$ cat src/rtl/hex_scan_pkg.sv
// Shared constants and helpers for the multiplexed hex display scanner.
package hex_scan_pkg;

   localparam int         DEF_DWELL        = 250000;
   localparam int         DEF_BLINK_FRAMES = 64;
   localparam logic [3:0] OFF_NIBBLE       = 4'h0;

   // Digit index width, never narrower than one bit.
   function automatic int idx_w(input int digits);
      return (digits < 2) ? 1 : $clog2(digits);
   endfunction

endpackage

$ cat src/rtl/hex_lz_mask.sv
// Leading-zero blank mask: digit i>=1 is blanked when it and every higher digit are zero.
module hex_lz_mask
   import hex_scan_pkg::*;
#(
   parameter int DIGITS = 8
) (
   input  logic [4*DIGITS-1:0] disp_i,
   input  logic                lz_suppress_i,
   output logic [DIGITS-1:0]   blank_o
);

   logic zero_run;

   always_comb begin
      blank_o  = '0;
      zero_run = 1'b1;
      // Walk from the most significant digit down; digit 0 is never blanked.
      for (int i = DIGITS - 1; i >= 1; i--) begin
         zero_run   = zero_run & (disp_i[4*i +: 4] == OFF_NIBBLE);
         blank_o[i] = lz_suppress_i & zero_run;
      end
   end

endmodule

$ cat src/rtl/hex_scan_mux.sv
// Time-multiplexed hex scanner: dwell/idx counters, double-buffered nibble word,
// blink and leading-zero blanking, registered select/data/on outputs.
module hex_scan_mux
   import hex_scan_pkg::*;
#(
   parameter int DIGITS       = 8,
   parameter int DWELL        = DEF_DWELL,
   parameter int BLINK_FRAMES = DEF_BLINK_FRAMES,
   parameter int AW           = idx_w(DIGITS)
) (
   input  logic                clk,
   input  logic                rst_n,
   input  logic [4*DIGITS-1:0] data_in,
   input  logic                load,
   input  logic [DIGITS-1:0]   digit_en,
   input  logic [DIGITS-1:0]   blink_en,
   input  logic                lz_suppress,
   output logic [AW-1:0]       an,
   output logic [3:0]          hexplay_data,
   output logic                hexplay_on,
   output logic                frame_done
);

   localparam int DW = (DWELL > 1) ? $clog2(DWELL) : 1;
   localparam int BW = (BLINK_FRAMES > 1) ? $clog2(BLINK_FRAMES) : 1;

   localparam logic [DW-1:0] DWELL_LAST = DW'(DWELL - 1);
   localparam logic [AW-1:0] IDX_LAST   = AW'(DIGITS - 1);
   localparam logic [BW-1:0] BLINK_LAST = BW'(BLINK_FRAMES - 1);

   logic [DW-1:0]       dwell_cnt_q, dwell_cnt_d;
   logic [AW-1:0]       idx_q, idx_d;
   logic [4*DIGITS-1:0] shadow_q, shadow_d;
   logic [4*DIGITS-1:0] disp_q, disp_d;
   logic [BW-1:0]       blink_cnt_q, blink_cnt_d;
   logic                blink_phase_q, blink_phase_d;
   logic [AW-1:0]       an_q;
   logic [3:0]          hexplay_data_q, hexplay_data_d;
   logic                hexplay_on_q, hexplay_on_d;

   logic                dwell_wrap;
   logic                frame_end;
   logic [3:0]          sel_nib;
   logic [DIGITS-1:0]   lz_blank;

   hex_lz_mask #(
      .DIGITS (DIGITS)
   ) u_lz_mask (
      .disp_i        (disp_d),
      .lz_suppress_i (lz_suppress),
      .blank_o       (lz_blank)
   );

   always_comb begin
      dwell_wrap    = (dwell_cnt_q == DWELL_LAST);
      frame_end     = dwell_wrap && (idx_q == IDX_LAST);
      dwell_cnt_d   = dwell_wrap ? '0 : dwell_cnt_q + DW'(1);
      idx_d         = idx_q;
      blink_cnt_d   = blink_cnt_q;
      blink_phase_d = blink_phase_q;

      if (dwell_wrap) begin
         idx_d = (idx_q == IDX_LAST) ? '0 : idx_q + AW'(1);
      end

      // shadow_q here is the pre-load value, so a boundary-cycle load waits a frame.
      shadow_d = load ? data_in : shadow_q;
      disp_d   = frame_end ? shadow_q : disp_q;

      if (frame_end) begin
         if (blink_cnt_q == BLINK_LAST) begin
            blink_cnt_d   = '0;
            blink_phase_d = ~blink_phase_q;
         end else begin
            blink_cnt_d = blink_cnt_q + BW'(1);
         end
      end

      // Outputs look at the values the next cycle will hold, so select and data never skew.
      sel_nib        = disp_d[{idx_d, 2'b00} +: 4];
      hexplay_on_d   = digit_en[idx_d] & ~lz_blank[idx_d] &
                       ~(blink_en[idx_d] & blink_phase_d);
      hexplay_data_d = hexplay_on_d ? sel_nib : OFF_NIBBLE;
   end

   always_ff @(posedge clk or negedge rst_n) begin
      if (!rst_n) begin
         dwell_cnt_q    <= '0;
         idx_q          <= '0;
         shadow_q       <= '0;
         disp_q         <= '0;
         blink_cnt_q    <= '0;
         blink_phase_q  <= 1'b0;
         an_q           <= '0;
         hexplay_data_q <= OFF_NIBBLE;
         hexplay_on_q   <= 1'b0;
      end else begin
         dwell_cnt_q    <= dwell_cnt_d;
         idx_q          <= idx_d;
         shadow_q       <= shadow_d;
         disp_q         <= disp_d;
         blink_cnt_q    <= blink_cnt_d;
         blink_phase_q  <= blink_phase_d;
         an_q           <= idx_d;
         hexplay_data_q <= hexplay_data_d;
         hexplay_on_q   <= hexplay_on_d;
      end
   end

   assign an           = an_q;
   assign hexplay_data = hexplay_data_q;
   assign hexplay_on   = hexplay_on_q;
   assign frame_done   = frame_end;

endmodule

$ cat config.mk
export PLATFORM = sky130hd
export DESIGN_NAME = hex_scan_mux
export DESIGN_NICKNAME = d
export VERILOG_FILES = /design/src/rtl/hex_scan_pkg.sv /design/src/rtl/hex_lz_mask.sv /design/src/rtl/hex_scan_mux.sv
export SDC_FILE = /design/constraint.sdc
export NUM_CORES = 1
export LEC_CHECK = 0
export ABC_AREA = 1
export CAP_MARGIN = 20
export CORE_UTILIZATION = 43
export DETAILED_ROUTE_END_ITERATION = 7
export DONT_BUFFER_PORTS = 1
export SLEW_MARGIN = 20
export SYNTH_ARGS = -nofsm -noshare
export SYNTH_HDL_FRONTEND = slang
export SYNTH_SLANG_ARGS = --single-unit
$ cat constraint.sdc
create_clock -name clk -period 2.1 [get_ports clk]
set_input_delay 0.42 -clock clk [delete_from_list [all_inputs] [get_ports clk]]
set_output_delay 0.42 -clock clk [all_outputs]
set_load 0.03 [all_outputs]
==> results of run 1 <==
==> kinds of logic after synthesis <==
logic type / after synthesis / share of synthesized area (%)
buffers and inverters: 161 / 13.1
muxes: 8 / 1.83
AOI/OAI and AO/OA: 75 / 8.47
adders and majority gates: 4 / 1.01
and+or+nand+nor: 276 / 25.0
xor gates and xnor gates: 8 / 1.42
DFF: 97 / 49.2
==> power by group through the flow <==
stage / combinational [W] / sequential, W / clock, W
2_1_floorplan: 0.0000870 / 0.00198 / 0
3_3_place_gp: 0.0000928 / 0.00198 / 0
3_5_place_dp: 0.0000970 / 0.00198 / 0
4_1_cts: 0.0000975 / 0.00195 / 0.00173
5_1_grt: 0.000112 / 0.00196 / 0.00181
6_report: 0.0000955 / 0.00195 / 0.00168
==> cell type report <==
type,instances,area share [%]
Tap cell,140,2.83
Timing Repair Buffer,88,12.3
Clock buffer,9,3.63
Sequential cell,97,39.2
Clock inverter,7,1.25
Inverter,142,8.68
Multi-Input combinational cell,371,32.1
==> metal layers <==
layer / track usage (%) / up-vias
met5: 0 / -
met4: 9.65 / 0
met3: 5.74 / 23
met2: 36.8 / 81
met1: 27.2 / 1937
li1: - / 2085
==> stage by stage <==
stage | util, % | cell area (um^2) | TNS (ns) | std cells | total power [W]
after floorplan | - | 4940 | 0 | 629 | 0.00206
after global placement | 50.0 | 5520 | -0.522 | 817 | 0.00207
after detailed placement | 50.0 | 5520 | -0.675 | 817 | 0.00208
after CTS | 54.2 | 5980 | -0.0219 | 838 | 0.00378
after global routing | 56.2 | 6200 | -1.30 | 854 | 0.00387
final | 56.2 | 6200 | -0.416 | 854 | 0.00373
==> cell usage in the layout (no fill, tap or decap), types with 2 or more instances in the layout <==
cell type,netlist,final
inv_1,136,133
nand3b_1,3,3
xor2_1,5,5
nor2_1,31,26
o21ai_1,10,9
o21a_1,3,3
inv_4,0,2
o21ai_4,1,2
nand3_1,19,17
buf_6,3,6
nand2_4,3,2
nand3_4,0,3
nand2_1,181,176
buf_4,4,76
inv_2,5,6
mux2_2,8,8
buf_12,0,3
dfrtp_2,0,2
dfrtp_1,97,95
o21ai_0,42,38
o21ai_2,3,7
nor2_2,0,4
nand2_2,1,6
nand3_2,5,4
inv_6,0,3
nand4_1,25,25
xnor2_1,3,3
nor2_4,4,5
ha_1,4,2
clkbuf_16,0,11
a21oi_1,11,11
==> flip-flops by register name (all words and copies together), names as in the netlist <==
name,count
dwell_cnt_q,18
an,3
blink_phase_q,1
shadow_q,32
hexplay_data,4
disp_q,32
hexplay_on,1
blink_cnt_q,6
==> worst reg2reg max path, stage by stage, from the launching register on <==
cell,delay [ns]
dfrtp_1,0.40
ha_4,0.17
nand3_4,0.10
nor2_4,0.19
buf_4,0.15
nand2_4,0.08
o21ai_4,0.27
buf_6,0.15
nor2_4,0.04
buf_4,0.14
nand2_1,0.07
nand3_1,0.10
o21a_1,0.19
nor2_1,0.12
==> repair_timing <==
item | 4_1_cts | 5_1_grt
gates resized for setup | 33 | 18
gates cloned | 0 | 2
pin swaps | 5 | 9
hold endpoints to repair | 97 | 97
endpoints found under the setup margin | 6 | 10
buffers inserted | 5 | 14
==> worst paths after layout <==
check / from / end / slack [ns] / cells past startpoint
worst max-delay path: dwell_cnt_q[0] / hexplay_data[0] / -0.12 / 13
worst min-delay path: rst_n / shadow_q[6] / -0.24 / 0
worst max register to register: dwell_cnt_q[0] / hexplay_data[0] / -0.12 / 13
worst min register to register: dwell_cnt_q[17] / dwell_cnt_q[17] / 0.46 / 1
max in group asynchronous: rst_n / disp_q[5] / 2.17 / 0
min in group clk: load / shadow_q[18] / 0.17 / 1
==> summary.txt, run 1 <==
Status
  • Status: finished with violations
  • Violated checks: hold timing, setup timing

Pwr
  • Peak VDD IR: 0.574 mV
  • Switching share of power: 22.2%
  • Sequential Power Share: 52.3%
  • Sw Pwr: 0.000826 W
  • Lkg Pwr: 3.55 nW
  • PwrDens: 601 nW/um^2
  • P_int: about 0.0029 W
  • Clock share of power: 45.2%
  • Comb power frac: 2.6%

Floorplan
  • Boundary Pins: 61
  • Die Y: 109 um
  • Rows: 38
  • CORE AREA: 11,000 um^2
  • Die area: about 12,000 um^2
  • Die X: 109 um
  • Initial core utilization: 44.7%

Yosys
  • Netlist cell types: 35
  • Count leader, synth: nand2_1
  • Dominant synthesized flop cell: dfrtp_1
  • Synth top cells by count: nand2_1 (181), inv_1 (136), dfrtp_1 (97)
  • Post-synth EDFFs: 0
  • Async S/R FF share, synth: 100%
  • #FFs+latches synth: 97
  • Cell taking the most area after synthesis: dfrtp_1
  • Register area share after synthesis: about 50%
  • Yosys warns: 0
  • Cells after Synth: between 600 and 700
  • Top post-synthesis cells by area: dfrtp_1 (49%), nand2_1 (14%), inv_1 (10%)
  • Post-synth top area share: 49.2%
  • Syn_area_per_cell: between 7 and 8 um^2
  • Syn nets: 685
  • Syn Std Cell Area: 4930 um^2

Clock network
  • H-tree Lvls: 3
  • Clock latency at the later pin of the worst-skew pair: about 0.35 ns
  • Worst-path clk slew: 0.07 ns
  • CTS Buf Count: 9
  • CTS tree: yes
  • CTS root buffer: clkbuf_16
  • Clock sinks: 97
  • Max Root-Sink Buffers: 2

Timing
  • Rel. slew slack: between 70% and 80%
  • Hold_ws: -0.239 ns
  • Worst slew pin tran: 0.341 ns
  • Final Hold Fails: 97
  • Minimum clock period: 2.22 ns
  • Fmax: 450 MHz
  • Final number of max-transition violations: 0
  • Final worst slack: -0.121 ns
  • Tcrit/Tclk final: 106%
  • # setup viols final: 6
  • Clock Skews: between 0.008 and 0.009 ns
  • RSZ-0062 raised after global routing: true

Cells and area
  • Layout area overhead: 25.6%
  • Ant. Diodes: 0
  • Share of post-route cells with drive strength above 1: 22.5%
  • Sequential cell area: 2430 um^2
  • FILL cells: about 1,000
  • Area taken by multi-input logic gates: ~2000 um^2
  • Layout Nets: 765

Drt
  • DRC violations left: 0
  • Wirelength per Cell: approximately 14 um
  • Final wirelength: 12,100 um
  • Iteration-0 DRC Markers: 205
  • Met3 wire len: about 560 um
  • Total number of vias: 4,126
  • DR WL met2: 5930 um
  • Routed vias/inst: 4.83
  • TritonRoute pass-1 iters: 4
  • Routed metal-1 wirelength: 5250 um
  • ANT nets after route: 0
  • Top layer in use: met4

Worst setup path
  • Critical-path cell list: ha_4 -> nand3_4 -> nor2_4 -> buf_4 -> nand2_4 -> o21ai_4 -> buf_6 -> nor2_4 -> buf_4 -> nand2_1 -> nand3_1 -> o21a_1 -> nor2_1
  • CP required: 2.37 ns
  • Crit path launch type: register
  • Max stage delay on crit path: 0.40 ns
  • Crit path DAT: 2.50 ns
  • Crit Path Category: reg -> reg
  • Slowest cell on crit path: dfrtp_1
  • Crit end category: register
  • Crit-path leading delay family: simple AND/OR/NAND/NOR gates
  • Crit path max fanout: 7
  • Buf/Inv on CP: 3

Global route
  • First-pass GRT wire length: 19,900 um
  • Grt total ovfl: 0
  • Largest net degree at the start of global routing: 98
  • Initial antenna violation count: 0
  • Overall global routing resource usage: between 20% and 30%
  • Vias in the first global route: roughly 4,200

Placed design
  • HPWL after DPL: roughly 8500 um
  • PortBufs: 0
  • Placer Congestion: 0.893
  • Pre-CTS WS: -0.159 ns

Job
  • Max_cap viols: 0

Worst hold path
  • Hold Path Class: in -> async
Power figures use the tool's default switching activity.
==> inputs of run 2 (changes only) <==
--- a/config.mk
+++ b/config.mk
@@ -10,6 +10,7 @@
 export CORE_UTILIZATION = 43
 export DETAILED_ROUTE_END_ITERATION = 7
 export DONT_BUFFER_PORTS = 1
+export SETUP_SLACK_MARGIN = 0.4
 export SLEW_MARGIN = 20
 export SYNTH_ARGS = -nofsm -noshare
 export SYNTH_HDL_FRONTEND = slang
==> run 2 against run 1 <==
Effect of this change:
- final cell count is 1.5% higher
- sequential power hardly changed
- largest cell class unchanged
- worst setup slack better by 0.060 ns
- via count is 4.2% higher
- the run still ends with hold timing, setup timing left
- critical path depth stayed put
==> summary.txt, run 2 (synthesis results as in run 1) <==
Worst setup path
  • Crit Path Category: reg -> reg
  • Crit path launch type: register
  • Critical-path cell list: ha_2 -> nand3_4 -> nor2_4 -> buf_12 -> nand2_8 -> o21ai_4 -> buf_12 -> nor2_4 -> buf_4 -> nand2_1 -> nand3_1 -> o21a_1 -> nor2_1
  • Buf/Inv on CP: 3
  • Crit end category: register
  • Crit path max fanout: 6
  • Crit-path leading delay family: simple AND/OR/NAND/NOR gates
  • Crit path DAT: about 2.4 ns
  • CP required: between 2 and 2.5 ns
  • Slowest cell on crit path: dfrtp_1
  • Max stage delay on crit path: 0.36 ns

Global route
  • Overall global routing resource usage: 21.1%
  • Vias in the first global route: around 4,000
  • Initial antenna violation count: 0
  • First-pass GRT wire length: 19,000 um
  • Largest net degree at the start of global routing: 98
  • Grt total ovfl: 0

Clock network
  • H-tree Lvls: 3
  • Worst-path clk slew: roughly 0.060 ns
  • CTS root buffer: clkbuf_16
  • CTS Buf Count: 9
  • Clock latency at the later pin of the worst-skew pair: 0.35 ns
  • Max Root-Sink Buffers: 2
  • CTS tree: yes
  • Clock sinks: 97

Drt
  • Wirelength per Cell: 14.7 um
  • TritonRoute pass-1 iters: 4
  • Top layer in use: met4
  • Final wirelength: 12,800 um
  • Iteration-0 DRC Markers: about 220
  • DRC violations left: 0
  • Routed metal-1 wirelength: 5780 um
  • ANT nets after route: 0
  • Total number of vias: 4,301
  • DR WL met2: 6060 um
  • Routed vias/inst: just under 5
  • Met3 wire len: around 640 um

Timing
  • Worst slew pin tran: 0.398 ns
  • Minimum clock period: 2.16 ns
  • Hold_ws: -0.236 ns
  • Clock Skews: 0.00625 ns
  • Final worst slack: -0.0616 ns
  • Tcrit/Tclk final: 103%
  • RSZ-0062 raised after global routing: true
  • TNS Setup: -0.108 ns
  • Final Hold Fails: 97
  • Rel. slew slack: 73.4%
  • # setup viols final: 5
  • Final number of max-transition violations: 0
  • Fmax: 463 MHz

Floorplan
  • Die Y: roughly 110 um
  • Die area: 11,900 um^2
  • Boundary Pins: 61
  • Initial core utilization: 44.7%
  • Die X: 109 um
  • CORE AREA: 11,000 um^2
  • Rows: 38

Cells and area
  • Cell Count, Final, Fillers Out: 867
  • Layout Nets: 778
  • Post-Route Utilization: 59.5%
  • FILL cells: 945
  • Commonest cells after routing, fill and taps aside: nand2_1 (168), inv_1 (126), dfrtp_1 (94)
  • Sequential cell area: 2430 um^2
  • Biggest regs: disp_q (32), shadow_q (32), dwell_cnt_q (18)
  • Share of post-route cells with drive strength above 1: 28.3%
  • Area taken by multi-input logic gates: 2180 um^2
  • Ant. Diodes: 0
  • Leading cell type in the layout, fill and taps excluded: nand2_1
  • Layout area overhead: 32.9%

Worst hold path
  • Hold Path Class: in -> async

Placed design
  • HPWL after DPL: approximately 8400 um
  • Placed insts: 817
  • Placer Congestion: about 0.97
  • PortBufs: 0

Job
  • Max_cap viols: 0

Pwr
  • PwrDens: between 500 and 600 nW/um^2
  • Lkg Pwr: 3.69 nW
  • Peak VDD IR: 0.456 mV

Status
  • Violated checks: hold timing, setup timing
  • Status: finished with violations
-- run 2: changes by cell type in the layout (fill, tap and decap cells not counted), moves of 6 or more --
cell / previous run / this run
buf_6: 6 / 16
inv_1: 133 / 126
nor2_2: 4 / 10
nor2_1: 26 / 18
nand2_1: 176 / 168
-- run 2: worst reg2reg max path: stages, from the launching register on --
cell and delay, ns:
dfrtp_1 0.36, ha_2 0.21, nand3_4 0.10, nor2_4 0.15, buf_12 0.17, nand2_8 0.08
o21ai_4 0.23, buf_12 0.15, nor2_4 0.04, buf_4 0.13, nand2_1 0.05, nand3_1 0.11
o21a_1 0.20, nor2_1 0.11
-- run 2: path summary, 6_finish.rpt --
kind	end	startpoint	cells after the start	slack, ns
min	blink_cnt_q[2]	rst_n	0	-0.24
min in group clk	shadow_q[31]	load	1	0.17
max	hexplay_data[0]	dwell_cnt_q[0]	13	-0.06
min reg2reg	dwell_cnt_q[17]	dwell_cnt_q[17]	1	0.48
max in group asynchronous	dwell_cnt_q[2]	rst_n	0	2.13
max reg2reg	hexplay_data[0]	dwell_cnt_q[0]	13	-0.06
-- run 2: layout make-up --
class | instances | share of cell area (%)
sequential | 97 | 37.1
timing repair buffer | 100 | 14.6
tap | 140 | 2.67
clock buffer | 14 | 3.87
clock inverter | 2 | 0.210
inverter | 142 | 8.41
multi-input combinational | 372 | 33.2
-- run 2: report_power, final --
part,leakage (nW),internal [W],total [W],switching (W)
clock network,0.131,0.000838,0.00154,0.000704
logic,2.28,0.0000421,0.0000936,0.0000515
registers,1.27,0.00193,0.00195,0.0000269
-- run 2: layer usage --
| metal | GRT usage, % | vias to the layer above |
|---|---|---|
| met5 | 0 | - |
| met4 | 9.27 | 0 |
| met3 | 3.89 | 27 |
| met2 | 33.6 | 104 |
| met1 | 28.0 | 2049 |
| li1 | - | 2121 |
-- run 2: repair_timing --
item                                   4_1_cts  5_1_grt
gates resized for setup                     38       66
endpoints found under the hold margin       97       97
setup buffers                               11       18
gates cloned                                 0        5
setup endpoints to repair                   14       28
pin swaps                                   12       34
-- run 2: stage by stage --
| stage | hold slack, ns | instance area, um^2 | power [W] | setup slack [ns] |
|---|---|---|---|---|
| finish | -0.236 | 6560 | 0.00359 | -0.0616 |
| global route | -0.253 | 6560 | 0.00372 | -0.167 |
| CTS | -0.246 | 6090 | 0.00362 | -0.000530 |
| detailed placement | 0.129 | 5590 | 0.00208 | -0.0515 |
| global placement | 0.129 | 5590 | 0.00207 | -0.0156 |
| floorplan | 0.124 | 5010 | 0.00206 | 0.130 |
==> inputs of run 3 (changes only) <==
--- a/config.mk
+++ b/config.mk
@@ -10,6 +10,7 @@
 export CORE_UTILIZATION = 43
 export DETAILED_ROUTE_END_ITERATION = 7
 export DONT_BUFFER_PORTS = 1
+export PLACE_DENSITY_LB_ADDON = 0.2
 export SETUP_SLACK_MARGIN = 0.4
 export SLEW_MARGIN = 20
 export SYNTH_ARGS = -nofsm -noshare
==> run 3 against run 2 <==
Effect of this change:
- the run still ends with hold timing, setup timing left
- hold slack improved by 0.0012 ns
- via count about the same
- critical path type unchanged
- sequential share of layout area decreased by 1.1 points
- global-route usage increased by 0.83 points
==> summary.txt, run 3 (synthesis results as in run 1) <==
Clock network
  • H-tree Lvls: 3
  • Max Root-Sink Buffers: 2
  • CTS tree: yes
  • CTS Buf Count: 9
  • CTS root buffer: clkbuf_16
  • Clock latency at the later pin of the worst-skew pair: 0.34 ns
  • Worst-path clk slew: 0.06 ns
  • Clock sinks: 97

Cells and area
  • Leading cell type in the layout, fill and taps excluded: nand2_1
  • Ant. Diodes: 0
  • Layout Nets: 767
  • Commonest cells after routing, fill and taps aside: nand2_1 (136), inv_1 (114), dfrtp_1 (95)
  • Share of post-route cells with drive strength above 1: 34.4%
  • Biggest regs: disp_q (32), shadow_q (32), dwell_cnt_q (18)
  • Post-route cell area: 6760 um^2
  • Cell Count, Final, Fillers Out: 855
  • Layout area overhead: 37.1%

Global route
  • Initial antenna violation count: 0
  • Vias in the first global route: 4,229
  • Grt total ovfl: 0
  • Largest net degree at the start of global routing: 98
  • First-pass GRT wire length: 19,900 um
  • Overall global routing resource usage: 22.0%

Timing
  • Hold_ws: -0.235 ns
  • Final number of max-transition violations: 0
  • RSZ-0062 raised after global routing: true
  • Worst slew pin tran: 0.333 ns
  • Rel. slew slack: 77.6%
  • Final worst slack: -0.0755 ns
  • Minimum clock period: 2.18 ns
  • Clock Skews: roughly 0.0077 ns
  • Fmax: 460 MHz
  • Final Hold Fails: 97
  • # setup viols final: 7
  • Tcrit/Tclk final: 104%

Pwr
  • Clock share of power: 42.4%
  • Peak VDD IR: 0.496 mV
  • PwrDens: 527 nW/um^2
  • Sequential Power Share: between 50% and 60%
  • Final Total Pwr: 0.00357 W
  • P_int: between 0.002 and 0.003 W
  • Sw Pwr: 0.000766 W
  • Switching share of power: 21.5%
  • Comb power frac: 2.7%
  • Lkg Pwr: 3.64 nW

Placed design
  • Placed insts: between 800 and 900
  • Placer Congestion: 0.937
  • PortBufs: 0
  • HPWL after DPL: 8360 um
  • Placed cell areas: ~5500 um^2

Drt
  • Iteration-0 DRC Markers: around 210
  • Final wirelength: 13,000 um
  • Total number of vias: 4,302
  • DRC violations left: 0
  • TritonRoute pass-1 iters: 5
  • Wirelength per Cell: 15.2 um
  • ANT nets after route: 0
  • Routed vias/inst: between 5 and 6

Worst setup path
  • Crit path launch type: register
  • CP required: around 2.3 ns
  • Crit Path Category: reg -> reg
  • Crit path DAT: 2.41 ns
  • Crit end category: register
  • Crit path max fanout: 8

Status
  • Status: finished with violations
  • Violated checks: hold timing, setup timing

Floorplan
  • Die X: between 100 and 150 um
  • Die Y: between 100 and 150 um
  • CORE AREA: 11,000 um^2
  • Die area: 11,900 um^2
  • Boundary Pins: 61
  • Initial core utilization: between 40 and 50%
  • Rows: 38

Job
  • Max_cap viols: 0

Worst hold path
  • Hold Path Class: in -> async
-- run 3: cell count changes in the layout (fill, tap and decap cells not counted), sizes merged --
cell      delta
buf         -10
clkbuf       -2
clkinv       -2
clkinvlp     +1
inv          +1
-- run 3: critical path, cell delays in order, from the launching register on --
cell	delay, ns
dfrtp_1	0.37
inv_1	0.08
nor2_1	0.09
nand2_1	0.13
nor2_4	0.18
buf_6	0.15
nand2_8	0.08
nand2_2	0.08
o21ai_4	0.11
buf_6	0.14
nor2_4	0.21
nand2_2	0.07
nand3_1	0.09
nor2_1	0.05
a31oi_1	0.15
nor2_1	0.07
-- run 3: per-layer routing --
metal	up-vias	part of all wire, %	wire [um]	global-route usage (%)
li1	2102	-	-	-
met1	2077	43	5560	27.8
met2	103	50	6490	36.3
met3	20	5.1	661	5.20
met4	0	1.9	245	8.30
met5	-	0	0	0
-- run 3: worst paths after layout --
check                           startpoint         endpoint  slack (ns)  cells past startpoint
setup / recovery           dwell_cnt_q[12]  hexplay_data[2]       -0.08                     15
hold / removal                       rst_n   blink_cnt_q[1]       -0.23                      0
setup reg to reg           dwell_cnt_q[12]  hexplay_data[2]       -0.08                     15
hold reg to reg            dwell_cnt_q[17]  dwell_cnt_q[17]        0.48                      1
max in group asynchronous            rst_n            an[1]        2.14                      0
min in group clk                      load      shadow_q[7]        0.18                      1
-- run 3: power groups by stage --
stage / Sequential [W] / Combinational, W / Clock [W]
final: 0.00196 / 0.0000965 / 0.00151
after global routing: 0.00196 / 0.000115 / 0.00160
after detailed placement: 0.00199 / 0.0000950 / 0
after global placement: 0.00199 / 0.0000907 / 0
after floorplan: 0.00198 / 0.0000869 / 0
after CTS: 0.00195 / 0.0000955 / 0.00155
-- run 3: layout make-up --
cell class,count,area [um^2]
Fill cell,911,4270
Clock buffer,13,250
Tap cell,140,175
Multi-Input combinational cell,372,2400
Timing Repair Buffer,89,950
Inverter,142,546
Sequential cell,97,2430
Clock inverter,2,15.0
-- run 3: per-stage QoR --
stage	hold slack, ns	setup TNS (ns)	utilization (%)	worst slack [ns]
after global placement	0.129	-0.00137	49.8	-0.00137
final	-0.235	-0.385	61.3	-0.0755
after CTS	-0.244	-0.0143	55.6	-0.00889
after detailed placement	0.128	-0.229	49.8	-0.0518
after floorplan	0.124	0	-	0.130
after global routing	-0.247	-1.60	61.3	-0.202
-- run 3: repair_timing --
item | 4_1_cts | 5_1_grt
endpoints found under the hold margin | 97 | 97
gates resized for setup | 46 | 145
setup buffers | 18 | 8
pin swaps | 13 | 33
gates cloned | 2 | 4
endpoints found under the setup margin | 19 | 46
